### config.mk
export PLATFORM = sky130hd
export DESIGN_NAME = p_mul_seq
export DESIGN_NICKNAME = d
export VERILOG_FILES = /design/src/rtl/p_mul_seq.sv
export SDC_FILE = /design/constraint.sdc
export NUM_CORES = 1
export LEC_CHECK = 0
export CAP_MARGIN = 20
export CORE_AREA = 2 2 122 183
export CTS_BUF_LIST = sky130_fd_sc_hd__clkbuf_16
export CTS_CLUSTER_SIZE = 16
export DETAILED_ROUTE_END_ITERATION = 8
export DIE_AREA = 0 0 124 185
export PLACE_DENSITY = 0.6
export SLEW_MARGIN = 10
export SYNTH_ARGS = -nofsm -noshare
export SYNTH_HDL_FRONTEND = slang
export SYNTH_SLANG_ARGS = --single-unit
### constraint.sdc
create_clock -name g_clk -period 24.1 [get_ports g_clk]
set_input_delay 6.025 -clock g_clk [delete_from_list [all_inputs] [get_ports g_clk]]
set_output_delay 6.025 -clock g_clk [all_outputs]
set_load 0.02 [all_outputs]
### src/rtl/p_mul_seq.sv
// ============================================================================
// Module      : p_mul_seq
// Description : Multi-cycle unsigned packed multiplier. Each lane (32/16/8/4/2
//               bits, selected at run time by one-hot pw) is multiplied by
//               shift-and-add, one lane-masked packed add and shift per cycle.
//               Returns the low or high half of each 2W-bit lane product.
// Options     : `define P_MUL_SEQ_CARRYLESS_EN enables the carry-less
//               (GF(2)[x]) multiply path selected by the carryless input.
// Revision    : 1.0 - initial release
// ============================================================================
`default_nettype none

module p_mul_seq (
  input  logic        g_clk,
  input  logic        g_resetn,
  input  logic        valid,
  input  logic        flush,
  input  logic [31:0] lhs,
  input  logic [31:0] rhs,
  input  logic [4:0]  pw,
  input  logic        high,
  input  logic        carryless,
  output logic        ready,
  output logic [31:0] result
);

  typedef enum logic [1:0] {
    S_IDLE = 2'd0,
    S_BUSY = 2'd1,
    S_DONE = 2'd2
  } state_t;

  state_t      r_state;
  logic [31:0] r_lhs;
  logic [31:0] r_acc_hi;
  logic [31:0] r_acc_lo;
  logic [5:0]  r_count;
  logic        r_high;
  logic [4:0]  r_pw;
  logic        r_ready;
  logic [31:0] r_result;

  logic [31:0] w_lsb_mask;
  logic [31:0] w_msb_mask;
  logic [31:0] w_sum;
  logic [31:0] w_cout;
  logic [31:0] w_sum_sr;
  logic [31:0] w_lo_sr;
  logic [31:0] w_next_hi;
  logic [31:0] w_next_lo;
  logic        w_cl;

`ifdef P_MUL_SEQ_CARRYLESS_EN
  logic        r_cl;

  // Carry-less mode flag, latched at accept.
  always_ff @(posedge g_clk or negedge g_resetn) begin
    if (!g_resetn) begin
      r_cl <= 1'b0;
    end else if (!flush && (r_state == S_IDLE) && valid && $onehot(pw)) begin
      r_cl <= carryless;
    end
  end

  assign w_cl = r_cl;
`else
  logic        w_unused_carryless;

  assign w_unused_carryless = carryless;
  assign w_cl               = 1'b0;
`endif

  // Lane width in bits for a one-hot pack-width code (0 if not one-hot).
  function automatic logic [5:0] f_width(input logic [4:0] p);
    case (p)
      5'b00001: f_width = 6'd32;
      5'b00010: f_width = 6'd16;
      5'b00100: f_width = 6'd8;
      5'b01000: f_width = 6'd4;
      5'b10000: f_width = 6'd2;
      default:  f_width = 6'd0;
    endcase
  endfunction

  // Bits that start a lane; the lane MSB is the bit just below each start.
  always_comb begin
    case (r_pw)
      5'b00010: w_lsb_mask = 32'h0001_0001;
      5'b00100: w_lsb_mask = 32'h0101_0101;
      5'b01000: w_lsb_mask = 32'h1111_1111;
      5'b10000: w_lsb_mask = 32'h5555_5555;
      default:  w_lsb_mask = 32'h0000_0001;
    endcase
  end

  assign w_msb_mask = {w_lsb_mask[0], w_lsb_mask[31:1]};

  // Lane-masked add of acc_hi and (lhs gated by the lane's multiplier bit);
  // the carry chain is cut at every lane start.
  always_comb begin : b_add
    logic en;
    logic cy;
    logic b;
    en     = 1'b0;
    cy     = 1'b0;
    b      = 1'b0;
    w_sum  = '0;
    w_cout = '0;
    for (int i = 0; i < 32; i++) begin
      if (w_lsb_mask[i]) begin
        en = r_acc_lo[i];
        cy = 1'b0;
      end
      b        = r_lhs[i] & en;
      w_sum[i] = r_acc_hi[i] ^ b ^ cy;
      cy       = (r_acc_hi[i] & b) | (r_acc_hi[i] & cy) | (b & cy);
      if (w_cl) begin
        cy = 1'b0;
      end
      w_cout[i] = cy;
    end
  end

  assign w_sum_sr = {1'b0, w_sum[31:1]};
  assign w_lo_sr  = {1'b0, r_acc_lo[31:1]};

  // Lane-local right shift of {carry, sum, acc_lo}.
  always_comb begin : b_shift
    logic s0;
    s0        = 1'b0;
    w_next_hi = '0;
    w_next_lo = '0;
    for (int i = 0; i < 32; i++) begin
      if (w_lsb_mask[i]) begin
        s0 = w_sum[i];
      end
      if (w_msb_mask[i]) begin
        w_next_hi[i] = w_cout[i];
        w_next_lo[i] = s0;
      end else begin
        w_next_hi[i] = w_sum_sr[i];
        w_next_lo[i] = w_lo_sr[i];
      end
    end
  end

  // Control FSM with registered ready/result; flush overrides everything.
  always_ff @(posedge g_clk or negedge g_resetn) begin
    if (!g_resetn) begin
      r_state  <= S_IDLE;
      r_ready  <= 1'b0;
      r_result <= '0;
      r_acc_hi <= '0;
      r_acc_lo <= '0;
      r_lhs    <= '0;
      r_count  <= '0;
      r_high   <= 1'b0;
      r_pw     <= '0;
    end else if (flush) begin
      r_state <= S_IDLE;
      r_ready <= 1'b0;
    end else begin
      case (r_state)
        S_IDLE: begin
          r_ready <= 1'b0;
          if (valid) begin
            if ($onehot(pw)) begin
              r_lhs    <= lhs;
              r_acc_hi <= '0;
              r_acc_lo <= rhs;
              r_pw     <= pw;
              r_high   <= high;
              r_count  <= f_width(pw);
              r_state  <= S_BUSY;
            end else begin
              r_result <= '0;
              r_ready  <= 1'b1;
              r_state  <= S_DONE;
            end
          end
        end
        S_BUSY: begin
          r_acc_hi <= w_next_hi;
          r_acc_lo <= w_next_lo;
          r_count  <= r_count - 6'd1;
          if (r_count == 6'd1) begin
            r_result <= r_high ? w_next_hi : w_next_lo;
            r_ready  <= 1'b1;
            r_state  <= S_DONE;
          end
        end
        S_DONE: begin
          r_ready <= 1'b0;
          r_state <= S_IDLE;
        end
        default: begin
          r_ready <= 1'b0;
          r_state <= S_IDLE;
        end
      endcase
    end
  end

  assign ready  = r_ready;
  assign result = r_result;

endmodule

`default_nettype wire

# Word level (Yosys, flattened, before mapping)
# Cells that the tools add are included.
[totals]
regBits = 143
word_cells = 475
[op_classes]
add_sub_neg = 5
n_eq_ne = 18
n_mux = 185
bitwise = 252
n_reduce_logical = 6
[ops]
columns = ["cell", "count"]
rows = [
  ["32-bit 2-to-1 mux", 8],
  ["32-bit case mux with 2 select lines", 3],
  ["1-bit 2-to-1 mux", 163],
  ["1-bit bitwise AND", 126],
  ["31-bit case mux with 4 select lines", 1],
  ["1-bit bitwise XOR", 63],
  ["1-bit bitwise OR", 62],
  ["6-bit case mux with 5 select lines", 1],
  ["6-bit 2-to-1 mux", 2],
  ["6-bit case mux with 2 select lines", 1],
  ["5-bit by 2-bit equality test with 1-bit output (second input constant)", 2],
  ["5-bit by 3-bit equality test with 1-bit output (second input constant)", 2],
  ["5-bit by 4-bit equality test with 1-bit output (second input constant)", 2],
  ["5-bit equality test (second input constant)", 2],
  ["2-bit 2-to-1 mux", 4],
  ["2-bit inequality test (second input constant)", 4],
  ["4-bit AND reduction", 2],
  ["6-bit by 1-bit equality test with 1-bit output (second input constant)", 1],
  ["3-bit inequality test (second input constant)", 2],
  ["6-bit by 1-bit subtractor with 6-bit output (second input constant)", 1],
  ["5-bit by 1-bit equality test with 1-bit output (second input constant)", 1],
  ["5-bit AND reduction", 1],
  ["1-bit by 1-bit adder with 2-bit output", 2],
  ["2-bit case mux with 2 select lines", 1],
  ["other kinds (9)", 9],
]

# Depth between registers and ports, before layout
# Gate-level depths: netlist of run 1.
[logic_depth]
depth_word = 133
mapped_depth = 53
depth_no_buf = 52

# Worst setup path after synthesis of run 1
# No wires, ideal clock.
[synth_path]
path_type = "register to register"
startpoint = "reg r_pw[3]"
endpoint = "reg r_result[30] (netlist: result[30])"
setup_ns = 0.134
arrival_ns = 16.268
required_ns = 23.966
slack_ns = 7.698
stages_incl_launch_ff = 54
n_path_buf = 2
period_less_slack_ns = 16.402
cell_sequence = "dfrtp_1 buf_6 or3b_1 buf_6 nor2_4 mux2i_1 nor2b_1 fa_1 fa_1 nand2_1 fa_1 fa_1 or2b_1 fa_1 fa_1 or3_1 fa_1 fa_1 [... 18 more ...] nand2b_1 fa_1 fa_1 or3_1 fa_1 fa_1 nand2b_1 fa_1 fa_1 nand2b_1 fa_1 fa_1 nand2b_1 fa_1 fa_1 nand2_1 o211ai_1 o21ai_0"
[synth_via]
elab_chain_cells = 125
[synth_lines]
columns = ["element", "line", "rtl"]
rows = [
  ["start: declaration", "39", "logic [4:0] r_pw;"],
  ["start signal: assignment", "171", "r_pw <= pw;"],
  ["5-bit equality test (tied with other cells)", "87", "case (r_pw)"],
  ["31-bit case mux with 4 select lines (*)", "87", ""],
  ["1-bit 2-to-1 mux", "110", "if (w_lsb_mask[i]) begin"],
  ["1-bit bitwise AND", "114", "b = r_lhs[i] & en;"],
  ["1-bit bitwise AND", "116", "cy = (r_acc_hi[i] & b) | (r_acc_hi[i] & cy) | (b & cy);"],
  ["1-bit bitwise OR (2 in a row)", "116", ""],
  ["1-bit 2-to-1 mux", "110", ""],
  ["1-bit bitwise AND", "116", ""],
  ["[... 107 more ...]", "-", ""],
  ["1-bit bitwise AND", "116", ""],
  ["1-bit bitwise OR (2 in a row)", "116", ""],
  ["1-bit 2-to-1 mux", "110", ""],
  ["1-bit bitwise XOR", "115", "w_sum[i] = r_acc_hi[i] ^ b ^ cy;"],
  ["1-bit 2-to-1 mux", "137", "if (w_msb_mask[i]) begin"],
  ["32-bit 2-to-1 mux (*)", "187", "r_result <= r_high ? w_next_hi : w_next_lo;"],
  ["32-bit 2-to-1 mux (*)", "186", "if (r_count == 6'd1) begin"],
  ["32-bit case mux with 2 select lines (*)", "163", "case (r_state)"],
  ["end signal: assignment", "187", ""],
  ["end: declaration", "41", "logic [31:0] r_result;"],
]
# Mark *: on every way between the ends. The rest lies on a longest branch, timed or not. The select of a mux whose other input is x is not followed.
# A chain may end at the register's enable or synchronous reset.

# Final worst setup path of run 1
[layout_path]
startpoint = "reg r_pw[4]"
endpoint = "reg r_result[30] (netlist: result[30])"
# Same word-level chain as after synthesis.

==> results by group, run 1 <==
Status
  – Run status: completed

Synthesis
  – Top_reg_cell synth: dfrtp_1
  – Post-synthesis cell type count: slightly above 70
  – Mapped Avg Cell Area: roughly 9.3 µm²
  – Cell area after synthesis: around 8400 µm²
  – EDFF count, synth: 0
  – Synthesis-stage register bit count: about 140
  – Leading area contributor after synthesis: dfrtp_1
  – Synth warn: 0
  – Register area share after synthesis: 0.424
  – Yosys top cell area share: 0.424
  – Mapped Nets: 1,033
  – Ys async rst share: 1.00
  – Post-Syn Instances: 906
  – Top cells by area, synth: dfrtp_1, nand2_1, fa_1

Floorplan
  – Boundary Pins: ~110
  – DIE WIDTH: 124 µm
  – Vert. Die Dim: 185 µm
  – Initial Util: 0.393
  – # rows: 66
  – Die area: 22,900 µm²
  – Core area: 21,500 µm²

CTS
  – CTS Root Cell: clkbuf_16
  – Clock H-tree levels: 4
  – Clock buffer count from CTS: 17
  – CTS Hold Buffers Added: 0
  – CTS resizes: 0
  – Sink Count: roughly 140
  – CTS tree: done
  – Clk pin slew, worst setup/hold paths: 0.06 ns
  – Post-CTS Setup Repair Bufs: 0
  – Skew-Pair Late Insertion Delay: ~0.44 ns
  – Clk buf depth: 2

Layout
  – Commonest non-fill, non-tap cell in the layout: nand2_1
  – Post-route cell area: slightly above 10,000 µm²
  – Most frequent cells in the layout: nand2_1, dfrtp_1, clkdlybuf4s50_1, o21ai_0, inv_1
  – Layout Utilization: 0.478
  – Area added between synthesis and finish: 21.6%
  – Share of cells above drive strength 1: 0.0772
  – Inserted Diodes: 0
  – Fill cells: 2,034
  – Final #Nets: ~1,100

Setup path
  – FF-to-FF End: result[30]
  – Setup Crit Path Kind: flop to flop
  – Crit path from: r_pw[4]
  – Crit path largest cell delay: ~0.63 ns
  – CP endpoint kind: flop
  – Required time of the critical path: about 24 ns
  – CP arrival: 17.78 ns
  – Slowest stage cell, crit path: dfrtp_1
  – FF-to-FF setup slack: 6.61 ns
  – Cell repeated most along the worst path: fa_1
  – R2R depth: 51
  – Setup crit end: result[30]
  – Crit Reg-Reg Startpoint: r_pw[4]
  – CP max FO: 15
  – CP startpoint kind: flop

Place
  – DP HPWL: about 17 mm
  – Final Wtd Congestion: between 0.8 and 0.9
  – IO buf count: ~110
  – Dpl cell area: between 9000 and 10,000 µm²

STA
  – Slew @ Worst Pin: ~1.1 ns
  – Final min period: ~17 ns
  – Fin Setup TNS: 0 ns
  – Hold slack: roughly 0.48 ns
  – Final hold violation count: 0
  – Final setup violation count: 0
  – Clk_skew: around 0.011 ns
  – Slew Viols, Final: 0
  – Fin crit share: 0.726
  – Fmax: 0.0572 GHz
  – Rel. slew slack: 0.253
  – RSZ-0062 raised after global routing: no

Run
  – Number of max-cap violations: 0

Routing
  – Antenna Nets Post-Route: 0
  – Total wire length: between 20 and 25 mm
  – Vias post-DR: slightly below 7,000
  – Router iterations before antenna repair: 6
  – Starting DRC count in detailed routing: ~500
  – # DRC: 0
  – DR WL/cell: ~20 µm
  – Routed vias/inst: between 5 and 6

Pwr
  – Power Density: 118 nW/µm²
  – Leak: approximately 4.4 nW
  – Peak supply drop: 0.0688 mV

Global route
  – GRT overflow: 0
  – Pin count of the biggest net entering global routing: around 110
  – Global-route wire length before repair: slightly below 40 mm
  – Gr usage total: 0.230
  – Number of global-route vias before repair: ~7,000
  – Initial antenna violation count: 0

Hold path
  – Hold_sp: result[4]
  – Hold crit path type: flop to flop
  – Worst Hold Path Cells: 2
[cell families (layout without fill, tap and decap cells)]
logic type	after synthesis	after routing	share of synthesized area
AOI/OAI and AO/OA	213	213	0.169
xor gates and xnor gates	3	3	0.00311
adders and majority gates	52	52	0.106
buffers and inverters	104	196	0.0559
DFF	143	143	0.424
muxes	42	42	0.0525
and+or+nand+nor	349	349	0.189
[power by group]
part	total (W)	internal, W	leakage (nW)	switching [W]
clock	0.000269	0.000162	0.287	0.000107
combinational	0.000532	0.000208	2.25	0.000324
sequential	0.000411	0.000325	1.88	0.0000861
[synth_stat cells, drive strengths merged (2+ instances only)]
cell type,number
nand2,218
dfrtp,143
o21ai,89
inv,44
clkbuf,37
nor2,36
fa,33
mux2i,33
o211ai,25
buf,22
a21oi,20
nand3,20
ha,19
a22o,14
nand2b,13
a211oi,11
mux2,9
a21o,8
and2,8
nor3,8
o31ai,8
nor2b,7
or3,7
a31oi,5
a32oi,5
nand4,5
or2,5
a32o,4
and3,4
nor4,4
or3b,4
a22oi,3
and3b,3
o21a,3
o32a,3
a221oi,2
a31o,2
nor3b,2
nor4bb,2
o211a,2
or2b,2
xnor2,2
[sequential cells by signal, summed over array words and instances, names as in the netlist]
signal / cells
ready: 1
r_state: 2
r_high: 1
r_pw: 5
r_acc_hi: 32
r_lhs: 32
result: 32
r_count: 6
r_acc_lo: 32
[metrics by stage]
step	total power [W]	setup slack, ns	instances
2_1_floorplan	0.000773	7.70	906
5_1_grt	0.00130	5.75	1270
6_report	0.00121	6.61	1270
4_1_cts	0.00121	6.53	1268
3_5_place_dp	0.000939	6.67	1236
3_3_place_gp	0.000931	6.79	1236
[how the worst min path moves through the flow]
stage                   endpoint  slack (ns)
floorplan              r_lhs[15]        0.44
global placement    r_acc_hi[31]        0.46
detailed placement     r_lhs[31]        0.47
CTS                    result[4]        0.48
global route          result[19]        0.51
finish                 result[4]        0.48
[layout make-up]
type	count	area, µm²	share of cell area
clock buffer	17	425	0.0414
clock inverter	15	168	0.0163
inverter	45	169	0.0165
multi-input combinational	659	4410	0.430
sequential	143	3580	0.349
tap	272	340	0.0332
timing repair buffer	119	1170	0.114
[critical path: cells and delay by family (launching register included)]
kind | cells | cell delay [ns]
AND/OR/NAND/NOR | 18 | 4.22
flip-flops | 1 | 0.63
multiplexers | 1 | 0.14
AO/OA/AOI/OAI | 2 | 0.19
adder cells (fa/ha/maj) | 30 | 12.16
[routing by layer]
| layer | track usage | vias to the layer above | routed length, µm |
|---|---|---|---|
| met5 | 0 | - | 0 |
| met4 | 0.107 | 0 | 1020 |
| met3 | 0.0351 | 46 | 952 |
| met2 | 0.385 | 192 | 12600 |
| met1 | 0.288 | 3381 | 10300 |
| li1 | - | 3258 | - |
(Power assumes the default switching activity.)
==> run 2, diff against run 1 <==
PLACE_DENSITY = 0.63   (was 0.6)
clock period = 15 ns   (was 24.1 ns; I/O delays follow)
==> results by group, run 2 (synthesis gave the netlist of run 1 again) <==
Routing
  – DR WL/cell: between 15 and 20 µm
  – Antenna Nets Post-Route: 0
  – Starting DRC count in detailed routing: 624
  – Routed vias/inst: between 5 and 6
  – Router iterations before antenna repair: 5
  – Vias post-DR: roughly 7,000
  – Total wire length: between 20 and 25 mm
  – # DRC: 0

Status
  – Violations in the final reports: setup timing
  – Run status: complete, but fails checks

Place
  – Dpl cell area: 9920 µm²
  – Final Wtd Congestion: 0.957
  – Placed Cells: 1,251
  – DP HPWL: between 15 and 20 mm
  – IO buf count: approximately 110

Layout
  – Final #Nets: around 1,100
  – Area added between synthesis and finish: 24.9%
  – Inserted Diodes: 0
  – Multi-input gate area: ~4600 µm²
  – FF/Latch Area: around 3600 µm²
  – Post-route cell area: 10,500 µm²
  – Share of cells above drive strength 1: 0.141
  – Most frequent cells in the layout: nand2_1, dfrtp_1, clkdlybuf4s50_1, o21ai_0, inv_1
  – Final non-filler cell total: 1,287
  – Layout Utilization: 0.491
  – Commonest non-fill, non-tap cell in the layout: nand2_1
  – Fill cells: 2,035

Global route
  – Number of global-route vias before repair: about 6,800
  – Pin count of the biggest net entering global routing: between 80 and 90
  – GRT overflow: 0
  – Initial antenna violation count: 0
  – Gr usage total: 0.221
  – Global-route wire length before repair: ~38 mm

CTS
  – Clk pin slew, worst setup/hold paths: roughly 0.060 ns
  – Sink Count: roughly 140
  – Clock H-tree levels: 4
  – Clock buffer count from CTS: 17
  – CTS Root Cell: clkbuf_16
  – Skew-Pair Late Insertion Delay: roughly 0.44 ns
  – Clk buf depth: 2
  – CTS tree: done

STA
  – RSZ-0062 raised after global routing: yes
  – Slew @ Worst Pin: about 1.1 ns
  – Slew Viols, Final: 0
  – Fmax: around 0.066 GHz
  – Final setup violation count: 2
  – Final min period: approximately 15 ns
  – Worst setup margin: -0.169 ns
  – Clk_skew: 0.0139 ns
  – Rel. slew slack: 0.268
  – Final hold violation count: 0
  – Fin crit share: 1.01
  – Fin Setup TNS: -0.186 ns

Pwr
  – Power Density: 190 nW/µm²
  – Peak supply drop: between 0.1 and 0.15 mV
  – Leak: about 4.6 nW

Floorplan
  – Boundary Pins: 108
  – Core area: around 21,000 µm²
  – DIE WIDTH: 124 µm
  – Die area: 22,900 µm²
  – Vert. Die Dim: 185 µm
  – Initial Util: 0.393
  – # rows: between 60 and 70

Setup path
  – CP max FO: 2
  – Setup Crit Path Kind: flop to flop
  – CP startpoint kind: flop
  – CP endpoint kind: flop
  – Slowest stage cell, crit path: fa_1
  – Required time of the critical path: 15.31 ns
  – Cell repeated most along the worst path: fa_2
  – CP arrival: 15.48 ns
  – Buffers and inverters on the worst path: 0
  – Crit path largest cell delay: roughly 0.5 ns
  – CP top delay family: adder cells

Run
  – Number of max-cap violations: 0

Hold path
  – Hold crit path type: flop to flop
run 2: what timing repair did:
| item | CTS | global route |
|---|---|---|
| endpoints found under the hold margin | 0 | 0 |
| setup buffers | 0 | 3 |
| hold buffers | 0 | 0 |
| endpoints found under the setup margin | 6 | 7 |
| gates resized for setup | 8 | 4 |
| pin swaps | 4 | 2 |
run 2: final timing paths:
check                          start    endpoint  slack, ns  cells past startpoint
max                          r_pw[3]  result[30]      -0.17                     51
min                        r_lhs[13]   r_lhs[13]       0.48                      2
max reg2reg                  r_pw[3]  result[30]      -0.17                     51
min reg2reg                r_lhs[13]   r_lhs[13]       0.48                      2
max in group asynchronous   g_resetn   r_lhs[22]      10.36                      2
min in group asynchronous   g_resetn    r_lhs[1]       3.38                      1
run 2: worst min-delay path: cells and delay by family (launching register included):
family | cells | cell delay (ns)
flip-flops | 1 | 0.34
AND/OR/NAND/NOR | 2 | 0.10
run 2: per-stage QoR:
stage	total power [W]	hold WS [ns]	setup slack, ns
floorplan	0.00126	0.436	0.0229
global placement	0.00156	0.459	-0.148
detailed placement	0.00158	0.467	-0.249
CTS	0.00200	0.483	-0.176
global route	0.00214	0.500	-0.546
finish	0.00201	0.478	-0.169
run 2: area by class of cell:
| type | count | share of cell area |
|---|---|---|
| Multi-Input combinational cell | 659 | 0.435 |
| Sequential cell | 143 | 0.340 |
| Clock buffer | 17 | 0.0404 |
| Clock inverter | 15 | 0.0118 |
| Tap cell | 272 | 0.0323 |
| Inverter | 45 | 0.0160 |
| Timing Repair Buffer | 136 | 0.125 |
run 2: layer usage:
| metal | vias to the layer above | share of wire | track usage |
|---|---|---|---|
| li1 | 3291 | - | - |
| met5 | - | 0 | 0 |
| met3 | 44 | 0.052 | 0.0406 |
| met1 | 3388 | 0.45 | 0.303 |
| met4 | 0 | 0.026 | 0.0849 |
| met2 | 206 | 0.48 | 0.347 |
run 2: report_power, final:
part / leakage, nW / internal, W / total (W) / switching, W
Combinational: 2.45 / 0.000382 / 0.000961 / 0.000579
Clock: 0.272 / 0.000227 / 0.000405 / 0.000178
Sequential: 1.88 / 0.000522 / 0.000640 / 0.000118
==> run 3, diff against run 2 <==
CORE_AREA = 2 2 115 173   (was 2 2 122 183)
DIE_AREA = 0 0 117 175   (was 0 0 124 185)
PLACE_DENSITY = 0.69   (was 0.63)
==> results by group, run 3 (synthesis gave the netlist of run 1 again) <==
Floorplan
  – Boundary Pins: around 110
  – Initial Util: 0.444
  – # rows: between 60 and 70
  – DIE WIDTH: 117 µm
  – Die area: 20,500 µm²
  – Core area: approximately 19,000 µm²
  – Vert. Die Dim: 175 µm

Setup path
  – FF-to-FF setup slack: -0.11 ns
  – Cell repeated most along the worst path: fa_2
  – CP endpoint kind: flop
  – CP arrival: 15.41 ns
  – Setup Crit Path Kind: flop to flop
  – Crit path largest cell delay: around 0.51 ns
  – CP startpoint kind: flop
  – R2R depth: 51
  – CP top delay family: adder cells
  – Buffers and inverters on the worst path: 0
  – Crit Reg-Reg Startpoint: r_pw[3]
  – FF-to-FF End: result[30]
  – Slowest stage cell, crit path: fa_1
  – Required time of the critical path: approximately 15 ns
  – CP max FO: 2

Global route
  – Number of global-route vias before repair: 7,129
  – Global-route wire length before repair: 38.7 mm
  – GRT overflow: 0
  – M2 GR Usage: 0.409
  – GR Layer Usage met1: 0.327
  – Pin count of the biggest net entering global routing: 87
  – Gr usage total: 0.249
  – GR peak layer: met2
  – Met3 Usage GRT: 0.0402
  – Initial antenna violation count: 0

Layout
  – Post-route cell area: 10,600 µm²
  – Inserted Diodes: 0
  – Multi-input gate area: between 4000 and 5000 µm²
  – Fill cells: ~1,700
  – Final #Nets: ~1,100
  – FF/Latch Area: around 3600 µm²
  – Commonest non-fill, non-tap cell in the layout: nand2_1
  – Share of cells above drive strength 1: 0.146
  – Area added between synthesis and finish: 25.4%
  – Most frequent cells in the layout: nand2_1, dfrtp_1, clkdlybuf4s50_1, o21ai_0, inv_1
  – Layout Utilization: 0.557

Routing
  – Vias post-DR: 7,045
  – Starting DRC count in detailed routing: 410
  – Total wire length: 24.1 mm
  – Router iterations before antenna repair: 6
  – DR WL/cell: between 15 and 20 µm
  – Routed vias/inst: between 5 and 6
  – # DRC: 0
  – Antenna Nets Post-Route: 0

CTS
  – Skew-Pair Late Insertion Delay: 0.44 ns
  – Clock H-tree levels: 4
  – CTS tree: done
  – Clk pin slew, worst setup/hold paths: 0.07 ns
  – Clock buffer count from CTS: 17
  – Sink Count: ~140
  – CTS Hold Buffers Added: 0
  – Clk buf depth: 2
  – CTS Root Cell: clkbuf_16

Place
  – DP HPWL: around 17 mm
  – Final Wtd Congestion: between 0.8 and 0.9
  – IO buf count: roughly 110
  – Dpl cell area: around 9900 µm²

Hold path
  – Hold EP: result[8]
  – Hold crit path type: flop to flop
  – Worst Hold Path Cells: 2
  – Hold_sp: result[8]

Pwr
  – Leak: 4.63 nW
  – Power Density: roughly 190 nW/µm²
  – Peak supply drop: slightly below 0.1 mV
  – Total power: approximately 0.0020 W

STA
  – Slew Viols, Final: 0
  – Clk_skew: about 0.012 ns
  – Final setup violation count: 2
  – Fmax: ~0.066 GHz
  – Fin crit share: 1.01
  – Slew @ Worst Pin: 1.16 ns
  – Final min period: roughly 15 ns
  – Hold slack: 0.475 ns
  – Rel. slew slack: 0.228
  – Worst setup margin: -0.111 ns
  – Final hold violation count: 0
  – RSZ-0062 raised after global routing: yes

Status
  – Run status: complete, but fails checks
  – Violations in the final reports: setup timing

Run
  – Number of max-cap violations: 0
-- run 3: cell types whose count changed in the layout (fill, tap and decap cells not counted), sizes merged --
cell	delta
buf	+4
bufinv	+2
clkinv	-2
-- run 3: repair_timing --
item	CTS	global route
resized for setup	7	9
pin swaps	3	2
setup buffers	3	3
setup endpoints to repair	7	7
-- run 3: layer usage --
| metal | wire (µm) | vias up |
|---|---|---|
| met5 | 0 | - |
| met4 | 653 | 0 |
| met3 | 1190 | 42 |
| met2 | 12200 | 231 |
| met1 | 10000 | 3469 |
| li1 | - | 3303 |
-- run 3: area by class of cell --
| type | count | share of cell area |
|---|---|---|
| clock buffers | 17 | 0.0402 |
| clock inverters | 15 | 0.0175 |
| inverters | 45 | 0.0160 |
| multi-input cells | 659 | 0.434 |
| flip-flops and latches | 143 | 0.338 |
| well taps | 256 | 0.0303 |
| repair buffers | 140 | 0.124 |
-- run 3: power by group --
part / internal, W / total [W] / leakage (nW) / switching (W)
logic: 0.000381 / 0.000948 / 2.46 / 0.000567
clock network: 0.000264 / 0.000442 / 0.290 / 0.000178
registers: 0.000522 / 0.000640 / 1.88 / 0.000117
total: 0.00117 / 0.00203 / 4.63 / 0.000863
-- run 3: worst max path at each step --
stage | start | to | slack [ns] | cells past startpoint
6_report | r_pw[3] | result[30] | -0.11 | 51
3_5_place_dp | r_pw[2] | result[30] | -0.25 | 51
5_1_grt | r_pw[3] | result[30] | -0.52 | 51
2_1_floorplan | r_pw[3] | result[30] | 0.02 | 53
4_1_cts | r_pw[3] | result[30] | -0.1 | 51
3_3_place_gp | r_pw[2] | result[30] | -0.09 | 51
-- run 3: tightest hold or removal path, stage by stage, from the launching register on --
cell and delay [ns]:
dfrtp_1 0.34, nand2_1 0.04, o21ai_0 0.06
-- run 3: stage by stage --
stage	instances	setup slack, ns	setup TNS [ns]
2_1_floorplan	906	0.0229	0
5_1_grt	1275	-0.516	-2.27
6_report	1275	-0.111	-0.167
3_5_place_dp	1237	-0.253	-0.516
3_3_place_gp	1237	-0.0941	-0.0941
4_1_cts	1272	-0.0987	-0.0987
